`config.mk`:
```
export PLATFORM = sky130hd
export DESIGN_NAME = neuron_spike_collector
export DESIGN_NICKNAME = d
export VERILOG_FILES = /design/src/rtl/neuron_spike_collector.sv
export SDC_FILE = /design/constraint.sdc
export NUM_CORES = 1
export LEC_CHECK = 0
export ABC_AREA = 1
export CAP_MARGIN = 20
export CORE_UTILIZATION = 64
export CTS_CLUSTER_DIAMETER = 80
export DETAILED_ROUTE_END_ITERATION = 6
export PLACE_DENSITY = 0.9
export SLEW_MARGIN = 20
export SYNTH_ARGS = -nofsm -noshare
export SYNTH_HDL_FRONTEND = slang
export SYNTH_SLANG_ARGS = --single-unit
```
`constraint.sdc`:
```
create_clock -name CLK -period 6.8 [get_ports CLK]
set_clock_uncertainty 0.05 [all_clocks]
set_input_delay 1.36 -clock CLK [delete_from_list [all_inputs] [get_ports CLK]]
set_output_delay 1.36 -clock CLK [all_outputs]
set_load 0.01 [all_outputs]
```
`src/rtl/neuron_spike_collector.sv`:
```
// Spike collector for the CIM macro neuron output port.
// Each REQ samples a 16-bit fire vector, tags it with the current time step and
// queues it. Queued vectors are unrolled into address events {ts, neuron index},
// lowest neuron first, one event per cycle over a valid/ready port.
//
// Handshake: an event transfers on a rising CLK edge where EVT_VALID and
// EVT_READY are both high. While EVT_VALID is high and EVT_READY is low, every
// EVT_* output holds its value, and EVT_VALID only drops after a transfer.
module neuron_spike_collector #(
   parameter int DEPTH = 4,  // FIFO entries, power of two, >= 2
   parameter int TS_W  = 8   // time-step tag width
) (
   input  logic            CLK,
   input  logic            RSTB,
   input  logic            CLR,
   input  logic            FRAME_START,
   input  logic            REQ,
   input  logic [15:0]     NEURON_OUT,
   output logic            EVT_VALID,
   input  logic            EVT_READY,
   output logic [TS_W-1:0] EVT_TS,
   output logic [3:0]      EVT_ADDR,
   output logic            EVT_LAST,
   output logic            OVF,
   output logic            BUSY
);

   localparam int AW = $clog2(DEPTH);
   localparam int CW = AW + 1;
   localparam int EW = TS_W + 16;

   // Index of the lowest set bit; 0 for an all-zero vector.
   function automatic logic [3:0] lowest_idx(input logic [15:0] v);
      logic [3:0] idx;
      idx = '0;
      for (int i = 15; i >= 0; i--) begin
         if (v[i]) idx = 4'(i);
      end
      return idx;
   endfunction

   // FIFO storage and pointers
   logic [EW-1:0]   mem_q [DEPTH];
   logic [AW-1:0]   wr_ptr_q, wr_ptr_d;
   logic [AW-1:0]   rd_ptr_q, rd_ptr_d;
   logic [CW-1:0]   cnt_q, cnt_d;

   // Time-step counter and sticky overflow flag
   logic [TS_W-1:0] ts_cnt_q, ts_cnt_d;
   logic            ovf_q, ovf_d;

   // Drain register: vector currently being unrolled into events
   logic [TS_W-1:0] dr_ts_q, dr_ts_d;
   logic [15:0]     dr_vec_q, dr_vec_d;

   // Pre-decoded event fields so the outputs come straight from flops
   logic [3:0]      addr_q, addr_d;
   logic            last_q, last_d;

   // Internal control
   logic [EW-1:0]   head;
   logic [TS_W-1:0] req_tag;
   logic [15:0]     dr_vec_rem;
   logic            fifo_empty;
   logic            fifo_full;
   logic            xfer;
   logic            dr_free;
   logic            req_nz;
   logic            push;
   logic            pop;
   logic            drop;

   assign head       = mem_q[rd_ptr_q];
   assign fifo_empty = (cnt_q == '0);
   assign fifo_full  = (cnt_q == CW'(DEPTH));

   // A REQ coinciding with FRAME_START opens the new frame, so it is tagged 0.
   assign req_tag    = FRAME_START ? '0 : ts_cnt_q;

   // Vector left over once the lowest set bit has been sent.
   assign dr_vec_rem = dr_vec_q & (dr_vec_q - 16'd1);
   assign xfer       = EVT_VALID && EVT_READY;

   // The drain register can take a new vector if it is idle, or if its final
   // event leaves at this edge (back-to-back vectors without a bubble).
   assign dr_free    = (dr_vec_q == '0) || (xfer && (dr_vec_rem == '0));
   assign pop        = !CLR && dr_free && !fifo_empty;

   // Zero vectors never occupy storage; a full FIFO still accepts a push when
   // it pops at the same edge.
   assign req_nz     = REQ && !CLR && (NEURON_OUT != '0);
   assign push       = req_nz && (!fifo_full || pop);
   assign drop       = req_nz && !push;

   // Time-step counter: every sampled REQ (zero vector or not) advances it.
   always_comb begin
      ts_cnt_d = ts_cnt_q;
      if (CLR) begin
         ts_cnt_d = '0;
      end else if (REQ) begin
         ts_cnt_d = req_tag + TS_W'(1);
      end else if (FRAME_START) begin
         ts_cnt_d = '0;
      end
   end

   // FIFO pointers, occupancy and overflow flag.
   always_comb begin
      wr_ptr_d = wr_ptr_q;
      rd_ptr_d = rd_ptr_q;
      cnt_d    = cnt_q;
      ovf_d    = ovf_q;
      if (CLR) begin
         wr_ptr_d = '0;
         rd_ptr_d = '0;
         cnt_d    = '0;
         ovf_d    = 1'b0;
      end else begin
         if (push) wr_ptr_d = wr_ptr_q + AW'(1);
         if (pop)  rd_ptr_d = rd_ptr_q + AW'(1);
         // Simultaneous push and pop leaves the occupancy unchanged.
         case ({push, pop})
            2'b10:   cnt_d = cnt_q + CW'(1);
            2'b01:   cnt_d = cnt_q - CW'(1);
            default: cnt_d = cnt_q;
         endcase
         if (drop) ovf_d = 1'b1;
      end
   end

   // Drain register: load the FIFO head when free, else peel off sent bits.
   always_comb begin
      dr_ts_d  = dr_ts_q;
      dr_vec_d = dr_vec_q;
      if (CLR) begin
         dr_ts_d  = '0;
         dr_vec_d = '0;
      end else if (pop) begin
         dr_ts_d  = head[EW-1:16];
         dr_vec_d = head[15:0];
      end else if (xfer) begin
         dr_vec_d = dr_vec_rem;
         // Idle outputs read as zero once the last event has gone.
         if (dr_vec_rem == '0) dr_ts_d = '0;
      end
   end

   // Decode the next event's neuron index and last flag ahead of time.
   always_comb begin
      addr_d = lowest_idx(dr_vec_d);
      last_d = (dr_vec_d != '0) && ((dr_vec_d & (dr_vec_d - 16'd1)) == '0);
   end

   // Control and datapath state with asynchronous reset.
   always_ff @(posedge CLK or negedge RSTB) begin
      if (!RSTB) begin
         wr_ptr_q <= '0;
         rd_ptr_q <= '0;
         cnt_q    <= '0;
         ts_cnt_q <= '0;
         ovf_q    <= 1'b0;
         dr_ts_q  <= '0;
         dr_vec_q <= '0;
         addr_q   <= '0;
         last_q   <= 1'b0;
      end else begin
         wr_ptr_q <= wr_ptr_d;
         rd_ptr_q <= rd_ptr_d;
         cnt_q    <= cnt_d;
         ts_cnt_q <= ts_cnt_d;
         ovf_q    <= ovf_d;
         dr_ts_q  <= dr_ts_d;
         dr_vec_q <= dr_vec_d;
         addr_q   <= addr_d;
         last_q   <= last_d;
      end
   end

   // FIFO storage; contents are only meaningful behind the pointers, so no reset.
   always_ff @(posedge CLK) begin
      if (push) mem_q[wr_ptr_q] <= {req_tag, NEURON_OUT};
   end

   assign EVT_VALID = (dr_vec_q != '0);
   assign EVT_TS    = dr_ts_q;
   assign EVT_ADDR  = addr_q;
   assign EVT_LAST  = last_q;
   assign OVF       = ovf_q;
   assign BUSY      = !fifo_empty || EVT_VALID;

endmodule

```
==> qor.yml, run 1 <==
status: "finished clean"
htreeDepth: 4
grt_overflow: 0
clock-sinks: 141
tns_ps: 0
final_util_pct: 75.8
antenna_found_initial: 0
slowest_delay_ps: 980
final_cell_mix: "nand2_1 (152), edfxtp_1 (96), nor2_1 (68)"
ys_seq_area_share_pct: 62.9
areaGrowthSynthToFinish_pct: 15.8
mostFrequentLayoutCell: "nand2_1"
worstPathRequired_ps: 7200
hold_viol_final: 0
ys_warn_count: 0
netlist-cell-type-count: 39
setup_viol: 0
avgRoutedWirePerCell_um: 17.6
clk-insertion-delay-late_ps: 530
grt_pass1_vias: 4719
grt_usage_pct: 30.7
finalWeightedCongestion: 0.892
path_buf_inv: 1
rsz0062_at_grt: "false"
fin_crit_ps: 4030
cts-resized-gates: 0
firstDrtPassIters: 5
drt_iter0_drc: 455
ant_nets: 0
numPortBuffers: 37
insertedDiodeCount: 0
ir_drop_v: 0.000320
cts_setup_buffers: 0
maxCapViolCount: 0
cp_cell_sequence: "clkinv_1 -> a21oi_1 -> a22oi_1 -> nand2_1 -> o21ai_1 -> nand2_1 -> nand2_1 -> nor2_4 -> nand2_2 -> nor2_4 -> nand2_1 -> nor2_1 -> nand2_1 -> nand2_1 -> nand3_1 -> nor2_1"
slew_viol_final: 0
syn_area_per_cell_um2: 10.0
dieArea_um2: 10400
ios: 38
ctsHoldBuffers: 0
drc: 0
worstSetupPathType: "flip-flop to flip-flop"
syn_inst: 634
totalWireLength_mm: 14.5
cts_tree: "done"
synth_compound_gate_area_share_pct: 12.8
syn_area_um2: 6370
synth_ff_type: "edfxtp_1"
cp_slowest_cell: "clkinv_1"
critPathMostFrequentCell: "nand2_1"
ys_ff_latch: 141
layout-drive-gt1-share_pct: 8.85
rows: 36
num_vias: 4828
p_leak_nw: 3.23
yosys.area_share.xor_xnor_pct: 0.275
synth_edf_count: 96
grt_pass1_wl_mm: 23.1
dr_wl_met2_mm: 7.24
crit_fanout: 28
cp.arrival_ps: 4430
drt-vias-per-instance: 5.87
die_h_um: 102
relSlewSlack_pct: 35.0
synth_top_family_by_area: "simple AND/OR/NAND/NOR gates"
die_w_um: 102
drt-met1-wl_mm: 5.84
power.density_nw_per_um2: 498
dr_wl_met3_mm: 1.08
end_kind: "flip-flop"
fmax_mhz: 248
clkTransAtPathRegs_ps: 60
hold_path_class: "flip-flop to flip-flop"
synth-adder-area-share_pct: 1.30
nNetsFinal: 704
cts_inserted_buffers: 17
top_layer_used: "met4"
syn_nets: 662
path_delay_family: "simple AND/OR/NAND/NOR gates"
dp_hpwl_mm: 9.22
tightest_slew_ps: 976
core-area_um2: 9730
cp-start-kind: "flip-flop"
grt_start_max_net_pins: 51
cts_root_buf: "clkbuf_8"
synth-async-reset-ratio_pct: 31.9
synth.mux.area_fraction_pct: 0
start_util_pct: 65.5
synthSimpleGateAreaFrac_pct: 17.5
clock_path_buffers: 2
fin_crit_sh_pct: 59.3
area by class of cell:
class | instances | area (µm²)
inverter | 65 | 244
multi-input combinational | 408 | 2040
timing repair buffer | 43 | 410
clock buffer | 29 | 489
clock inverter | 3 | 15.0
sequential | 141 | 4010
fill | 602 | 2350
tap | 133 | 166
sequential cells by signal, summed over array words and instances (netlist names):
register  flops
EVT_ADDR      4
EVT_LAST      1
EVT_TS        8
OVF           1
cnt_q         3
dr_vec_q     16
mem_q        96
rd_ptr_q      2
ts_cnt_q      8
wr_ptr_q      2
worst register-to-register path, stage by stage, from the launching register on:
cell and delay (ps):
dfrtp_1 930, clkinv_1 990, a21oi_1 400, a22oi_1 140
nand2_1 100, o21ai_1 90, nand2_1 90, nand2_1 170
nor2_4 180, nand2_2 90, nor2_4 130, nand2_1 90
nor2_1 180, nand2_1 80, nand2_1 60, nand3_1 80
nor2_1 110
Yosys cell counts, types with 5 or more instances:
cell type | instances | area share, %
a21oi_1 | 42 | 3.3
a22o_1 | 9 | 1.2
a22oi_1 | 13 | 1.5
clkbuf_1 | 14 | 0.83
dfrtp_1 | 45 | 18
edfxtp_1 | 96 | 45
ha_1 | 5 | 0.98
inv_1 | 59 | 3.5
nand2_1 | 152 | 9.0
nand2_2 | 5 | 0.49
nand3_1 | 11 | 0.86
nor2_1 | 72 | 4.2
nor2_4 | 5 | 0.88
o21ai_0 | 44 | 3.5
o22ai_1 | 10 | 0.98
logic make-up (layout without fill, tap and decap cells):
| family | after synthesis | in the layout |
|---|---|---|
| simple gates | 264 | 264 |
| flops | 141 | 141 |
| compound gates | 136 | 136 |
| buf+inv | 85 | 140 |
| fa+ha+maj | 6 | 6 |
| xor+xnor | 2 | 2 |
power by group:
| group | switching (mW) | internal, mW | total, mW |
|---|---|---|---|
| clock | 0.313 | 0.475 | 0.788 |
| combinational | 1.19 | 0.590 | 1.78 |
| sequential | 0.0776 | 1.03 | 1.11 |
through the flow:
stage | setup slack (ps) | instance area (µm²) | power (mW) | cells | hold WS (ps)
floorplan | 2840 | 6370 | 2.40 | 634 | 466
CTS | 2780 | 7370 | 3.65 | 822 | 456
global route | 2440 | 7370 | 3.93 | 822 | 482
detailed placement | 2280 | 6870 | 2.83 | 790 | 431
global placement | 2430 | 6870 | 2.78 | 790 | 446
finish | 2770 | 7370 | 3.67 | 822 | 456
path summary, 6_finish.rpt:
check / startpoint / endpoint / slack, ps / cells past startpoint
max reg2reg: rd_ptr_q[1] / EVT_LAST / 2770 / 16
min in group asynchronous: RSTB / dr_vec_q[3] / 940 / 1
min: EVT_TS[3] / EVT_TS[3] / 460 / 1
max in group asynchronous: RSTB / ts_cnt_q[1] / 5140 / 1
min reg2reg: EVT_TS[3] / EVT_TS[3] / 460 / 1
max: rd_ptr_q[1] / EVT_LAST / 2770 / 16
routing by layer:
metal / vias up / global-route usage [%]
met5: - / 0
met4: 0 / 12.5
met3: 31 / 8.28
met2: 235 / 48.9
met1: 2326 / 40.5
li1: 2236 / -
No activity file was read; power rests on OpenSTA's default activity.
==> inputs of run 2 (changes only) <==
--- a/config.mk
+++ b/config.mk
@@ -7,10 +7,10 @@
 export LEC_CHECK = 0
 export ABC_AREA = 1
 export CAP_MARGIN = 20
-export CORE_UTILIZATION = 64
+export CORE_UTILIZATION = 54
 export CTS_CLUSTER_DIAMETER = 80
 export DETAILED_ROUTE_END_ITERATION = 6
-export PLACE_DENSITY = 0.9
+export PLACE_DENSITY = 0.81
 export SLEW_MARGIN = 20
 export SYNTH_ARGS = -nofsm -noshare
 export SYNTH_HDL_FRONTEND = slang
==> constraint.sdc (replaced) <==
create_clock -name CLK -period 3.48 [get_ports CLK]
set_clock_uncertainty 0.05 [all_clocks]
set_input_delay 0.696 -clock CLK [delete_from_list [all_inputs] [get_ports CLK]]
set_output_delay 0.696 -clock CLK [all_outputs]
set_load 0.01 [all_outputs]
==> qor.yml, run 2 (synthesis results as in run 1) <==
status: "finished clean"
r2r-start: "dr_vec_q[0]"
fin_crit_ps: 3130  # -899 ps
clock_path_buffers: 2  # unchanged
crit_fanout: 22  # -21%
maxCapViolCount: 0  # unchanged
finalWeightedCongestion: 0.969  # +8.6%
cp_slowest_cell: "dfrtp_1"
drt_iter0_drc: 456  # +0.22%
layout-drive-gt1-share_pct: 10.7  # +1.8 points
cts-resized-gates: 0  # unchanged
clk-insertion-delay-late_ps: 410  # -120 ps
cts_inserted_buffers: 17  # unchanged
final_util_pct: 65.9  # -9.9 points
cp-start-kind: "flip-flop"
hold_viol_final: 0  # unchanged
nNetsFinal: 710  # +0.85%
grt_usage_pct: 24.8  # -6.0 points
core-area_um2: 11500  # +18%
avgRoutedWirePerCell_um: 17.1  # -3.3%
top_register: "mem_q"
tightest_slew_ps: 669  # -307 ps
numPortBuffers: 37  # unchanged
tns_ps: 0  # unchanged
slew_viol_final: 0  # unchanged
dp_hpwl_mm: 9.31  # +0.95%
start_util_pct: 55.5  # -9.9 points
firstDrtPassIters: 5  # unchanged
startpoint: "dr_vec_q[0]"
stdcell_count: 837  # +1.8%
drt-vias-per-instance: 5.70  # -3.0%
path_delay_family: "simple AND/OR/NAND/NOR gates"
p_leak_nw: 3.32  # +2.7%
mostFrequentLayoutCell: "nand2_1"
num_vias: 4767  # -1.3%
cts_tree: "done"
end_kind: "flip-flop"
fin_crit_sh_pct: 90.0  # +31 points
worstPathRequired_ps: 3730  # -3470 ps
cp.arrival_ps: 3380  # -1050 ps
rsz0062_at_grt: "false"
place_inst: 806  # +2.0%
cp_cell_sequence: "nor2_4 -> nand3_2 -> inv_2 -> nand2_1 -> nand2_1 -> nand2_1 -> nor2_1 -> nand3_2 -> a21boi_4 -> buf_4 -> nand2_1 -> a21oi_1 -> nor2_2 -> nand2_2 -> nor2_4 -> inv_1 -> o21ai_1 -> nand3b_1 -> nor2_1 -> nand3_1 -> nor2_1"
critPathMostFrequentCell: "nand2_1"
n_fill_cell: 799  # +33%
worstSetupPathType: "flip-flop to flip-flop"
ir_drop_v: 0.000915  # +190%
antenna_found_initial: 0  # unchanged
totalWireLength_mm: 14.3  # -1.5%
ios: 38  # unchanged
areaGrowthSynthToFinish_pct: 18.6
grt_start_max_net_pins: 52  # +2.0%
ant_nets: 0  # unchanged
die_h_um: 111  # +8.7%
final_cell_mix: "nand2_1 (152), edfxtp_1 (96), nor2_1 (68)"
path_buf_inv: 3  # +2
cts_setup_buffers: 0  # unchanged
clkTransAtPathRegs_ps: 60  # about the same
rows: 39  # +8.3%
grt_overflow: 0  # unchanged
largest_registers: "mem_q x96, dr_vec_q x16"
hold_path_class: "primary input to async pin"
fmax_mhz: 319  # +29%
power.density_nw_per_um2: 1000  # +100%
dieArea_um2: 12200  # +18%
cts_root_buf: "clkbuf_16"
grt_pass1_vias: 4728  # +0.19%
drc: 0  # unchanged
die_w_um: 111  # +8.7%
setup_viol: 0  # unchanged
clock-sinks: 141  # unchanged
hold_ws_ps: 231  # -225 ps
grt_pass1_wl_mm: 23.4  # +1.1%
slowest_delay_ps: 430  # -550 ps
largest_register_ffs: 96  # unchanged
relSlewSlack_pct: 55.1  # +20 points
insertedDiodeCount: 0  # unchanged
ctsHoldBuffers: 0  # unchanged
htreeDepth: 4  # unchanged
==> run 2: changes by cell type in the layout (fill, tap and decap cells not counted) <==
| cell | change |
|---|---|
| clkinv_2 | +1 |
| clkbuf_16 | +1 |
| clkinvlp_4 | +1 |
| clkinv_4 | +1 |
| inv_6 | +1 |
| bufinv_16 | +4 |
| clkbuf_1 | -8 |
| buf_2 | -1 |
| buf_4 | +7 |
| clkbuf_8 | -2 |
==> run 2: per-layer routing <==
metal  wire (µm)  GRT usage (%)  vias to the layer above  part of all wire [%]
li1            -              -                     2251                     -
met1        5980           33.3                     2269                    42
met2        6970           39.8                      215                    49
met3        1060           4.94                       32                   7.4
met4         284           9.78                        0                   2.0
met5           0              0                        -                     0
==> run 2: report_power, final <==
part | leakage [nW] | internal [mW] | switching, mW | total, mW
sequential | 1.48 | 2.02 | 0.131 | 2.15
combinational | 1.54 | 1.19 | 2.34 | 3.53
clock | 0.306 | 1.23 | 0.647 | 1.88
total | 3.32 | 4.44 | 3.12 | 7.56
==> run 2: final timing paths <==
check | endpoint | cells after the start | slack (ps)
worst max-delay path | EVT_LAST | 21 | 350
worst min-delay path | EVT_ADDR[2] | 1 | 230
worst max register to register | EVT_LAST | 21 | 350
worst min register to register | EVT_TS[3] | 1 | 450
max in group asynchronous | EVT_TS[7] | 1 | 2730
min in group CLK | EVT_TS[3] | 1 | 450
==> run 2: area by class of cell <==
| class | count | area [µm²] | area share, % |
|---|---|---|---|
| tap | 143 | 179 | 2.37 |
| multi-input combinational | 408 | 2040 | 27.0 |
| timing repair buffer | 49 | 458 | 6.06 |
| clock buffer | 20 | 457 | 6.05 |
| clock inverter | 11 | 165 | 2.19 |
| inverter | 65 | 244 | 3.23 |
| sequential | 141 | 4010 | 53.1 |
==> run 2: metrics by stage <==
stage	total power, mW	setup slack (ps)	instance area [µm²]
3_5_place_dp	5.62	147	6930
2_1_floorplan	4.68	186	6370
3_3_place_gp	5.53	270	6930
5_1_grt	8.06	79.7	7550
4_1_cts	7.54	420	7550
6_report	7.56	348	7550
==> inputs of run 3 (changes only) <==
--- a/config.mk
+++ b/config.mk
@@ -11,7 +11,7 @@
 export CTS_CLUSTER_DIAMETER = 80
 export DETAILED_ROUTE_END_ITERATION = 6
 export PLACE_DENSITY = 0.81
-export SLEW_MARGIN = 20
+export RECOVER_POWER = 100
 export SYNTH_ARGS = -nofsm -noshare
 export SYNTH_HDL_FRONTEND = slang
 export SYNTH_SLANG_ARGS = --single-unit
==> qor.yml, run 3 (synthesis results as in run 1) <==
htreeDepth: 4  # unchanged
grt_overflow: 0  # unchanged
worstSetupPathType: "primary input to flip-flop"
cts_tree: "done"
nNetsFinal: 711  # +0.14%
cts_root_buf: "clkbuf_16"
grt_usage_pct: 24.8  # unchanged
cts_inserted_buffers: 17  # unchanged
p_total_mw: 7.53  # -0.46%
rows: 39  # unchanged
clkTransAtPathRegs_ps: 60  # about the same
core-area_um2: 11500  # unchanged
avgRoutedWirePerCell_um: 17.1  # about the same
power.density_nw_per_um2: 999  # -0.28%
layout_setup_ws_ps: 322  # -25.9 ps
totalWireLength_mm: 14.3  # +0.13%
clk-insertion-delay-late_ps: 410  # about the same
tns_ps: 0  # unchanged
clock_path_buffers: 2  # unchanged
end_kind: "flip-flop"
die_w_um: 111  # unchanged
fmax_mhz: 317  # -0.82%
layout-drive-gt1-share_pct: 10.1  # -0.59 points
grt_pass1_wl_mm: 23.4  # unchanged
num_vias: 4739  # -0.59%
fin_crit_sh_pct: 90.7  # +0.74 points
crit_fanout: 24  # +9.1%
stdcell_count: 838  # +0.12%
slew_viol_final: 39  # +39
relSlewSlack_pct: -44.2  # -99 points
fin_crit_ps: 3160  # +25.9 ps
areaGrowthSynthToFinish_pct: 18.4
maxCapViolCount: 1  # +1
status: "finished with violations"
grt_pass1_vias: 4728  # unchanged
hold_viol_final: 0  # unchanged
die_h_um: 111  # unchanged
insertedDiodeCount: 0  # unchanged
rsz0062_at_grt: "false"
cts-resized-gates: 0  # unchanged
dp_hpwl_mm: 9.31  # unchanged
finalWeightedCongestion: 0.969  # unchanged
violations: "max-capacitance violations, max-slew violations"
place_ws_ps: 147  # unchanged
hold_path_class: "primary input to async pin"
ir_drop_v: 0.000855  # -6.6%
grt_start_max_net_pins: 52  # unchanged
ant_nets: 0  # unchanged
worstPathRequired_ps: 3430  # -300 ps
drt-vias-per-instance: 5.66  # -0.71%
p_leak_nw: 3.35  # +0.90%
ctsHoldBuffers: 0  # unchanged
drc: 0  # unchanged
tightest_slew_ps: 2160  # +1490 ps
numPortBuffers: 37  # unchanged
antenna_found_initial: 0  # unchanged
start_util_pct: 55.5  # unchanged
setup_viol: 0  # unchanged
firstDrtPassIters: 5  # unchanged
cp.arrival_ps: 3110  # -270 ps
dieArea_um2: 12200  # unchanged
cts_setup_buffers: 0  # unchanged
largest_register_ffs: 96  # unchanged
mostFrequentLayoutCell: "nand2_1"
place_inst: 806  # unchanged
final_cell_mix: "nand2_1 (152), edfxtp_1 (96), nor2_1 (68)"
top_register: "mem_q"
clock-sinks: 141  # unchanged
drt_iter0_drc: 404  # -11%
ios: 38  # unchanged
largest_registers: "mem_q x96, dr_vec_q x16"
cp-start-kind: "primary input"
==> run 3: cell types whose count changed in the layout (fill, tap and decap cells not counted), moves of 2 or more <==
cell             previous run  this run
clkbuf_2                    0         4
inv_2                       4         2
clkbuf_1                    1         4
inv_1                      59        61
buf_4                      13         7
dlygate4sd3_1               0        33
clkdlybuf4s50_1            36         3
==> run 3: cell type report <==
cell class	count	area [µm²]
clock buffers	20	457
clock inverters	11	165
fillers	801	3930
inverters	65	244
multi-input cells	408	2040
flip-flops and latches	141	4010
well taps	143	179
repair buffers	50	444
==> run 3: power breakdown <==
part	switching, mW	internal (mW)	leakage, nW	total, mW
clock	0.645	1.23	0.306	1.88
combinational	2.35	1.15	1.57	3.50
sequential	0.129	2.02	1.48	2.15
total	3.12	4.41	3.35	7.53
==> run 3: worst paths after layout <==
kind	from	endpoint	slack, ps	cells past startpoint
max reg2reg	dr_vec_q[0]	EVT_LAST	350	22
min reg2reg	EVT_TS[5]	EVT_TS[5]	450	1
min in group CLK	EVT_TS[5]	EVT_TS[5]	450	1
min	RSTB	EVT_ADDR[2]	140	1
max	NEURON_OUT[9]	mem_q[1][3]	320	8
max in group asynchronous	RSTB	EVT_TS[7]	870	2
==> run 3: routing by layer <==
layer,up-vias,share of wire (%),GRT usage [%]
met5,-,0,0
met4,0,2.0,9.78
met1,2264,43,33.3
met2,187,49,39.8
met3,36,5.6,4.94
li1,2252,-,-
==> run 3: worst max-delay path, cell delays in order <==
cell	delay [ps]
dlygate4sd3_1	620
nor4_1	460
nand4_1	330
nand2_1	150
nor2_1	80
nand2_1	250
nor2_2	50
clkbuf_2	450
==> run 3: through the flow <==
| stage | util, % | hold WS (ps) | area (µm²) |
|---|---|---|---|
| 2_1_floorplan | - | 350 | 6370 |
| 3_3_place_gp | 60.4 | 446 | 6930 |
| 3_5_place_dp | 60.4 | 441 | 6930 |
| 4_1_cts | 65.8 | 451 | 7550 |
| 5_1_grt | 65.7 | 169 | 7540 |
| 6_report | 65.7 | 138 | 7540 |
